File: src/rtl/mvu_pkg.sv
// Shared MVU definitions: datapath widths and the job-sequencer state encoding.
package mvu_pkg;

  localparam int BCNTDWN = 29;
  localparam int BPREC   = 6;
  localparam int BOCNT   = 16;

  typedef enum logic [2:0] {
    ST_IDLE,
    ST_CLEAR,
    ST_RUN,
    ST_SEND,
    ST_DRAIN,
    ST_DONE
  } mvu_job_state_t;

  // A precision of zero bit-planes is meaningless, so the hardware treats it as one.
  function automatic logic [BPREC-1:0] eff_prec(input logic [BPREC-1:0] p);
    return (p == '0) ? BPREC'(1) : p;
  endfunction

endpackage

File: src/rtl/mvu_job_ctrl.sv
// Per-MVU job sequencer: turns a start strobe plus latched precision config into
// the AGU/accumulator/max-pool/quantizer control strobes for one MVU.
module mvu_job_ctrl
  import mvu_pkg::*;
(
  input  logic               clk,
  input  logic               rst,
  input  logic               start,
  input  logic               abort,
  input  logic [BCNTDWN-1:0] countdown,
  input  logic [BPREC-1:0]   wprecision,
  input  logic [BPREC-1:0]   iprecision,
  input  logic [BPREC-1:0]   oprecision,
  output logic               inagu_clr,
  output logic               acc_clr,
  output logic               max_clr,
  output logic               quant_clr,
  output logic               quant_start,
  output logic               run_en,
  output logic               busy,
  output logic               done,
  output logic [BOCNT-1:0]   out_count
);

  mvu_job_state_t         state, state_next;
  logic [BCNTDWN-1:0]     remaining;
  logic [2*BPREC-1:0]     group_cnt;
  logic [2*BPREC-1:0]     group_size;
  logic [2*BPREC-1:0]     group_inc;
  logic [BPREC-1:0]       drain_cnt;
  logic [BPREC-1:0]       drain_len;
  logic                   kill;

  assign kill      = abort && (state != ST_IDLE);
  assign group_inc = group_cnt + (2*BPREC)'(1);

  // NOTE: state and counters are flops, so they are written with <= only; blocking
  // assignments here would create order-dependent simulation races.
  always_ff @(posedge clk) begin
    if (rst) state <= ST_IDLE;
    else     state <= state_next;
  end

  // NOTE: every output and state_next gets a default before the case, so no path
  // leaves a variable unassigned and no latch is inferred.
  always_comb begin
    state_next  = state;
    inagu_clr   = 1'b0;
    acc_clr     = 1'b0;
    max_clr     = 1'b0;
    quant_clr   = 1'b0;
    quant_start = 1'b0;
    run_en      = 1'b0;
    busy        = (state != ST_IDLE);
    done        = 1'b0;
    unique case (state)
      ST_IDLE: begin
        if (start) state_next = ST_CLEAR;
      end
      ST_CLEAR: begin
        inagu_clr  = 1'b1;
        acc_clr    = 1'b1;
        max_clr    = 1'b1;
        quant_clr  = 1'b1;
        state_next = (remaining != '0) ? ST_RUN : ST_DONE;
      end
      ST_RUN: begin
        run_en = 1'b1;
        if (group_inc == group_size || remaining == BCNTDWN'(1)) state_next = ST_SEND;
      end
      ST_SEND: begin
        // Quantizer samples the accumulator now; the clear lands at the edge.
        quant_start = 1'b1;
        acc_clr     = 1'b1;
        state_next  = (remaining != '0) ? ST_RUN : ST_DRAIN;
      end
      ST_DRAIN: begin
        if (drain_cnt == BPREC'(1)) state_next = ST_DONE;
      end
      ST_DONE: begin
        done       = 1'b1;
        state_next = ST_IDLE;
      end
      default: state_next = ST_IDLE;
    endcase
    // abort wins over every transition, including a start in the same cycle.
    if (abort) state_next = ST_IDLE;
  end

  always_ff @(posedge clk) begin
    if (rst) begin
      remaining  <= '0;
      group_cnt  <= '0;
      group_size <= (2*BPREC)'(1);
      drain_cnt  <= '0;
      drain_len  <= BPREC'(1);
      out_count  <= '0;
    end else if (!kill) begin
      unique case (state)
        ST_IDLE: begin
          if (start && !abort) begin
            remaining  <= countdown;
            group_size <= (2*BPREC)'(eff_prec(wprecision)) * (2*BPREC)'(eff_prec(iprecision));
            drain_len  <= eff_prec(oprecision);
          end
        end
        ST_CLEAR: begin
          out_count <= '0;
          group_cnt <= '0;
          drain_cnt <= drain_len;
        end
        ST_RUN: begin
          remaining <= remaining - BCNTDWN'(1);
          group_cnt <= group_inc;
        end
        ST_SEND: begin
          out_count <= out_count + BOCNT'(1);
          group_cnt <= '0;
        end
        ST_DRAIN: begin
          drain_cnt <= drain_cnt - BPREC'(1);
        end
        default: ;
      endcase
    end
  end

endmodule
File: config.mk
export PLATFORM = sky130hd
export DESIGN_NAME = mvu_job_ctrl
export DESIGN_NICKNAME = d
export VERILOG_FILES = /design/src/rtl/mvu_pkg.sv /design/src/rtl/mvu_job_ctrl.sv
export SDC_FILE = /design/constraint.sdc
export NUM_CORES = 1
export LEC_CHECK = 0
export CAP_MARGIN = 0
export CELL_PAD_IN_SITES_DETAIL_PLACEMENT = 1
export CELL_PAD_IN_SITES_GLOBAL_PLACEMENT = 1
export CORE_ASPECT_RATIO = 0.8
export CORE_MARGIN = 8
export CORE_UTILIZATION = 42
export DETAILED_ROUTE_END_ITERATION = 6
export PLACE_DENSITY_LB_ADDON = 0.08
export SYNTH_ARGS = -nofsm -noshare
export SYNTH_HDL_FRONTEND = slang
export SYNTH_SLANG_ARGS = --single-unit
File: constraint.sdc
create_clock -name clk -period 6.7 [get_ports clk]
set_clock_uncertainty 0.15 [all_clocks]
set_input_delay 1.675 -clock clk [delete_from_list [all_inputs] [get_ports clk]]
set_output_delay 1.675 -clock clk [all_outputs]
set_load 0.005 [all_outputs]
# Word-level counts from Yosys, hierarchy flattened
# Index checks and enable logic that the tools add are counted.
dict set report word_totals {
  word_cells 66
  reg_bits 84
  inputBits 51
  out_inout_bits 24
}
dict set report classes {
  bitwise_logic 1
  multipliers 1
  add_sub_neg 4
  mux 19
  eq_ne 12
  reduce_logical 22
}
# op count
set op_table {}
lappend op_table {{$pmux 29 s2} 1}
lappend op_table {{$pmux 16 s2} 1}
lappend op_table {{$eq 29x1->1 const B} 1}
lappend op_table {{$mux 29} 1}
lappend op_table {{$reduce_bool 29->1} 1}
lappend op_table {{$sub 29x1->29 const B} 1}
lappend op_table {{$pmux 12 s2} 1}
lappend op_table {{$logic_not 6->1} 3}
lappend op_table {{$mux 6} 3}
lappend op_table {{$add 16x1->16 const B} 1}
lappend op_table {{$mux 3} 5}
lappend op_table {{$pmux 3 s5} 1}
lappend op_table {{$add 12x1->12 const B} 1}
lappend op_table {{$eq 12x12->1} 1}
lappend op_table {{$mul 6x6->12} 1}
lappend op_table {{$pmux 6 s2} 1}
lappend op_table {{$reduce_and 3->1} 3}
lappend op_table {{$ne 2x2->1 const B} 4}
lappend op_table {{$reduce_bool 2->1} 4}
lappend op_table {{$eq 3x2->1 const B} 2}
lappend op_table {{$eq 3x3->1 const B} 2}
lappend op_table {{$eq 6x1->1 const B} 1}
lappend op_table {{$reduce_and 2->1} 3}
lappend op_table {{$sub 6x1->6 const B} 1}
lappend op_table {{other kinds (9)} 15}

# Logic depth before layout (Yosys ltp)
dict set report logic_depth {
  word_depth 5
  depth_mapped 15
  depth_no_buf 15
}

# Worst setup path before layout
# No wires, ideal clock.
dict set report synth_path {
  path_kind {input-to-reg}
  start {input port wprecision[5]}
  end {register group_size[11]}
  setup_slack_ns 1.280
  t_required_ns 6.430
  path_buffers 0
  path_stages 14
  setup_ns 0.120
  arrival_time_ns 5.150
  path_cell_list {nor3_1 > a21oi_1 > nand2b_1 > fa_1 > fa_1 > fa_1 > inv_1 > ha_1 > a21o_1 > a21oi_1 > o21ai_0 > o41ai_1 > nor4_1 > a211o_1}
}
dict set report synth_via {
  elab_chain_cells 3
}
# element line_no
set synth_lines {}
lappend synth_lines {{start, declared} mvu_job_ctrl.sv:11} ;# input logic [BPREC-1:0] wprecision,
lappend synth_lines {{$logic_not 6->1} mvu_pkg.sv:19} ;# return (p == '0) ? BPREC'(1) : p;
lappend synth_lines {{$mux 6 *} mvu_pkg.sv:19}
lappend synth_lines {{$mul 6x6->12 *} mvu_job_ctrl.sv:103} ;# group_size <= (2*BPREC)'(eff_prec(wprecision)) * (2*BPREC)'(eff_prec(iprecision));
lappend synth_lines {{end signal, assigned} mvu_job_ctrl.sv:94} ;# group_size <= (2*BPREC)'(1);
lappend synth_lines {{end signal, assigned} mvu_job_ctrl.sv:103}
lappend synth_lines {{end, declared} mvu_job_ctrl.sv:28} ;# logic [2*BPREC-1:0] group_size;
# Mark *: on every way between the ends. The rest lies on a longest branch, timed or not.
# A chain may end at the register's enable or synchronous reset.

# Worst setup path after layout
dict set report layout_path {
  start {input port iprecision[5]}
  end {register group_size[11]}
}
dict set report layout_via {
  elab_chain_cells 3
}
# element line_no
set layout_lines {}
lappend layout_lines {{start, declared} mvu_job_ctrl.sv:12} ;# input logic [BPREC-1:0] iprecision,
lappend layout_lines {{$logic_not 6->1} mvu_pkg.sv:19}
lappend layout_lines {{$mux 6 *} mvu_pkg.sv:19}
lappend layout_lines {{$mul 6x6->12 *} mvu_job_ctrl.sv:103}
# Marks and branches as above.

==> impl_metrics.env <==
export IMPL_detail_route_antenna_nets=0
export IMPL_nFillCells=1645
export IMPL_mostFrequentLayoutCell="sky130_fd_sc_hd__nand2_1"
export IMPL_layout_cell_share_with_drive_strength_beyond_1=0.0652
export IMPL_post_route_period_util=0.901
export IMPL_route_detailed_drc=0
export IMPL_drv_max_cap_violation_count=0
export IMPL_synth_yosys_seq_area_share=0.284
export IMPL_worst_r2r_startpoint="state[0]"
export IMPL_fmax_ghz=0.166
export IMPL_tns_ns=0
export IMPL_peakVddDrop_v=0.000135
export IMPL_internal_power_w=0.000968
export IMPL_synth_cell_area_um2=5920
export IMPL_core_area_um2=13600
export IMPL_power_frac_clock=0.334
export IMPL_drtPass1Iterations=4
export IMPL_power_per_cell_area_nw_per_um2=209
export IMPL_worst_ep_required_time_ns=6.79
export IMPL_dp_final_hpwl_um=13200
export IMPL_relSlewSlack=0.305
export IMPL_vias=5567
export IMPL_dpl_cell_area_um2=6720
export IMPL_area_sequential_um2=1680
export IMPL_floorplan_initialDensity=0.434
export IMPL_row_count=38
export IMPL_power_sequential_fraction=0.379
export IMPL_rd_place_congestion=0.919
export IMPL_synthFlopType="sky130_fd_sc_hd__dfxtp_1"
export IMPL_htree_levels=3
export IMPL_yosys_warnings=0
export IMPL_postSynthRegisterBits=84
export IMPL_startpoint_type_of_the_worst_setup_path="input port"
export IMPL_reg2reg_slack_ns=3.45
export IMPL_min_delay_path_depth=2
export IMPL_die_width_um=149
export IMPL_finalSetupViolCount=0
export IMPL_setup_worst_path_end_class="flop"
export IMPL_synthToLayoutAreaGrowth_pct=18.3
export IMPL_clock_sink_count=84
export IMPL_hold_viol=0
export IMPL_mappedNetlistNets=841
export IMPL_comb_power_share=0.287
export IMPL_grt_total_usage=0.202
export IMPL_antenna_found_initial=0
export IMPL_worst_r2r_path_depth=7
export IMPL_outcome="completed"
export IMPL_multi_input_gate_area_um2=3910
export IMPL_cts_buffers=9
export IMPL_max_clock_path_buffers=2
export IMPL_final_area_um2=7000
export IMPL_synth_edf_count=0
export IMPL_vias_per_cell=5.69
export IMPL_cts_root_buffer="sky130_fd_sc_hd__clkbuf_16"
export IMPL_io_buffers=74
export IMPL_critical_path_most_common_cell="sky130_fd_sc_hd__fa_1"
export IMPL_cts_repair_resized=0
export IMPL_total_power_w=0.00146
export IMPL_hold_path_startpoint="drain_len[1]"
export IMPL_drt_wirelength_per_cell_um=18.5
export IMPL_layout_cells_most_common_list="sky130_fd_sc_hd__nand2_1, sky130_fd_sc_hd__dfxtp_1, sky130_fd_sc_hd__clkdlybuf4s50_1"
export IMPL_cts_tree="yes"
export IMPL_leakage_nw=2.69
export IMPL_pin_count=75
export IMPL_sw_frac=0.337
export IMPL_net_switching_power_w=0.000492
export IMPL_worst_pin_slew_ns=1.04
export IMPL_hold_path_class="flop to flop"
export IMPL_cp_data_arrival_time_ns=6.13
export IMPL_grt_first_pass_wirelength_um=29700
export IMPL_routed_wl_um=18100
export IMPL_netlist_cell_type_count=69
export IMPL_path_max_fanout=7
export IMPL_cp_cell_sequence="clkdlybuf4s50_1 -> nor3_1 -> a21oi_1 -> nor2b_1 -> fa_1 -> inv_1 -> fa_1 -> fa_1 -> inv_1 -> ha_1 -> a21o_1 -> a21oi_1 -> o21ai_0 -> o41ai_1 -> nor4_1 -> a211o_1"
export IMPL_layout_nets=887
export IMPL_rsz_0062_raised_after_global_routing="no"
export IMPL_first_iter_violations=304
export IMPL_critical_path_top_delay_family="adder cells"
export IMPL_chip_height_um=122
export IMPL_timing_worst_setup_path_type="input port to flop"
export IMPL_post_synth_cell_area_avg_um2=7.92
export IMPL_count_of_inserted_antenna_diode_cells=0
export IMPL_critical_path_reg2reg_endpoint="group_cnt[7]"
export IMPL_async_flop_share=0
export IMPL_finalWorstPathRequiredPeriod_ns=6.04
export IMPL_post_cts_setup_inserts=0
export IMPL_critical_path_slowest_cell="sky130_fd_sc_hd__clkdlybuf4s50_1"
export IMPL_slew_viol_final=0
export IMPL_critical_path_max_stage_delay_ns=0.60
export IMPL_clk_pin_slew_ns=0.06
export IMPL_grt_max_degree=48
export IMPL_hold_buffers=0
export IMPL_die_area_um2=18200
export IMPL_clk_insertion_delay_late_ns=0.35
export IMPL_crit_start="iprecision[5]"
export IMPL_grt_pass1_vias=5747
export IMPL_worstPathBufferInverterCount=3
export IMPL_synthesis_instances=747
export IMPL_min_to="drain_len[1]"
export IMPL_grt_overflow_total=0
-- sequential cells by signal, summed over array words and instances, names as in the netlist --
| signal | cells |
|---|---|
| group_size | 12 |
| state | 3 |
| drain_len | 6 |
| remaining | 29 |
| group_cnt | 12 |
| drain_cnt | 6 |
| out_count | 16 |
-- power groups by stage --
stage                     Combinational (W)  Sequential (W)  Clock, W
after global placement             0.000400        0.000562         0
final                              0.000419        0.000553  0.000488
after floorplan                    0.000292        0.000553         0
after global routing               0.000467        0.000556  0.000521
after CTS                          0.000419        0.000552  0.000501
after detailed placement           0.000414        0.000563         0
-- synthesized netlist by cell type, drive strengths merged, types with 4 or more instances --
master,number,area share
nor4,13,0.021
and2,18,0.019
nand4,19,0.022
or3,6,0.0066
fa,17,0.057
or4,8,0.011
ha,26,0.055
a211o,4,0.0059
dfxtp,84,0.28
inv,32,0.020
xor2,22,0.034
a31oi,5,0.0053
a21o,6,0.0076
o41ai,4,0.0059
nand3,17,0.015
buf,17,0.018
o21ai,30,0.025
nand3b,6,0.0076
and3,5,0.0053
a311oi,4,0.0059
mux2i,15,0.025
mux2,4,0.0076
a211oi,7,0.0089
nor3b,8,0.011
nand2,105,0.067
clkbuf,28,0.018
xnor2,18,0.027
nand2b,8,0.0085
nor2,74,0.051
a221oi,11,0.017
nor2b,8,0.0085
a21oi,66,0.056
nor3,22,0.019
-- routing by layer --
metal,GRT usage,up-vias,wire length (µm)
met1,0.264,2743,8810
met2,0.336,97,8250
met4,0.0359,0,190
li1,-,2709,-
met5,0,-,0
met3,0.0500,18,821
-- tightest hold or removal path, cell delays in order (launching register included) --
cell,delay [ns]
sky130_fd_sc_hd__dfxtp_1,0.31
sky130_fd_sc_hd__nand2_1,0.05
sky130_fd_sc_hd__a21oi_1,0.05
-- area by class of cell --
type / count / area share
timing repair buffer: 80 / 0.112
clock inverter: 6 / 0.00679
inverter: 32 / 0.0172
multi-input combinational: 586 / 0.558
tap: 180 / 0.0322
sequential: 84 / 0.240
clock buffer: 10 / 0.0341
-- how the worst max path moves through the flow --
stage / endpoint / slack (ns) / cells past startpoint
final: group_size[11] / 0.66 / 16
after global routing: group_size[11] / 0.40 / 16
after CTS: group_size[11] / 0.71 / 16
after detailed placement: group_size[11] / 0.35 / 16
after global placement: group_size[11] / 0.49 / 16
after floorplan: group_size[11] / 1.28 / 14
-- per-stage QoR --
stage	instances	setup WS [ns]	hold slack (ns)	util
3_5_place_dp	962	0.347	0.306	0.492
6_report	978	0.663	0.314	0.513
2_1_floorplan	747	1.28	0.283	-
5_1_grt	978	0.399	0.332	0.513
4_1_cts	978	0.711	0.318	0.513
3_3_place_gp	962	0.495	0.298	0.492
-- kinds of logic after synthesis --
family | Yosys count | share of synthesized area
AND/OR/NAND/NOR | 327 | 0.288
buffers and inverters | 77 | 0.0560
multiplexers | 19 | 0.0330
flip-flops | 84 | 0.284
AO/OA/AOI/OAI | 157 | 0.166
adder cells (fa/ha/maj) | 43 | 0.112
XOR/XNOR | 40 | 0.0605
Power figures use the tool's default switching activity.
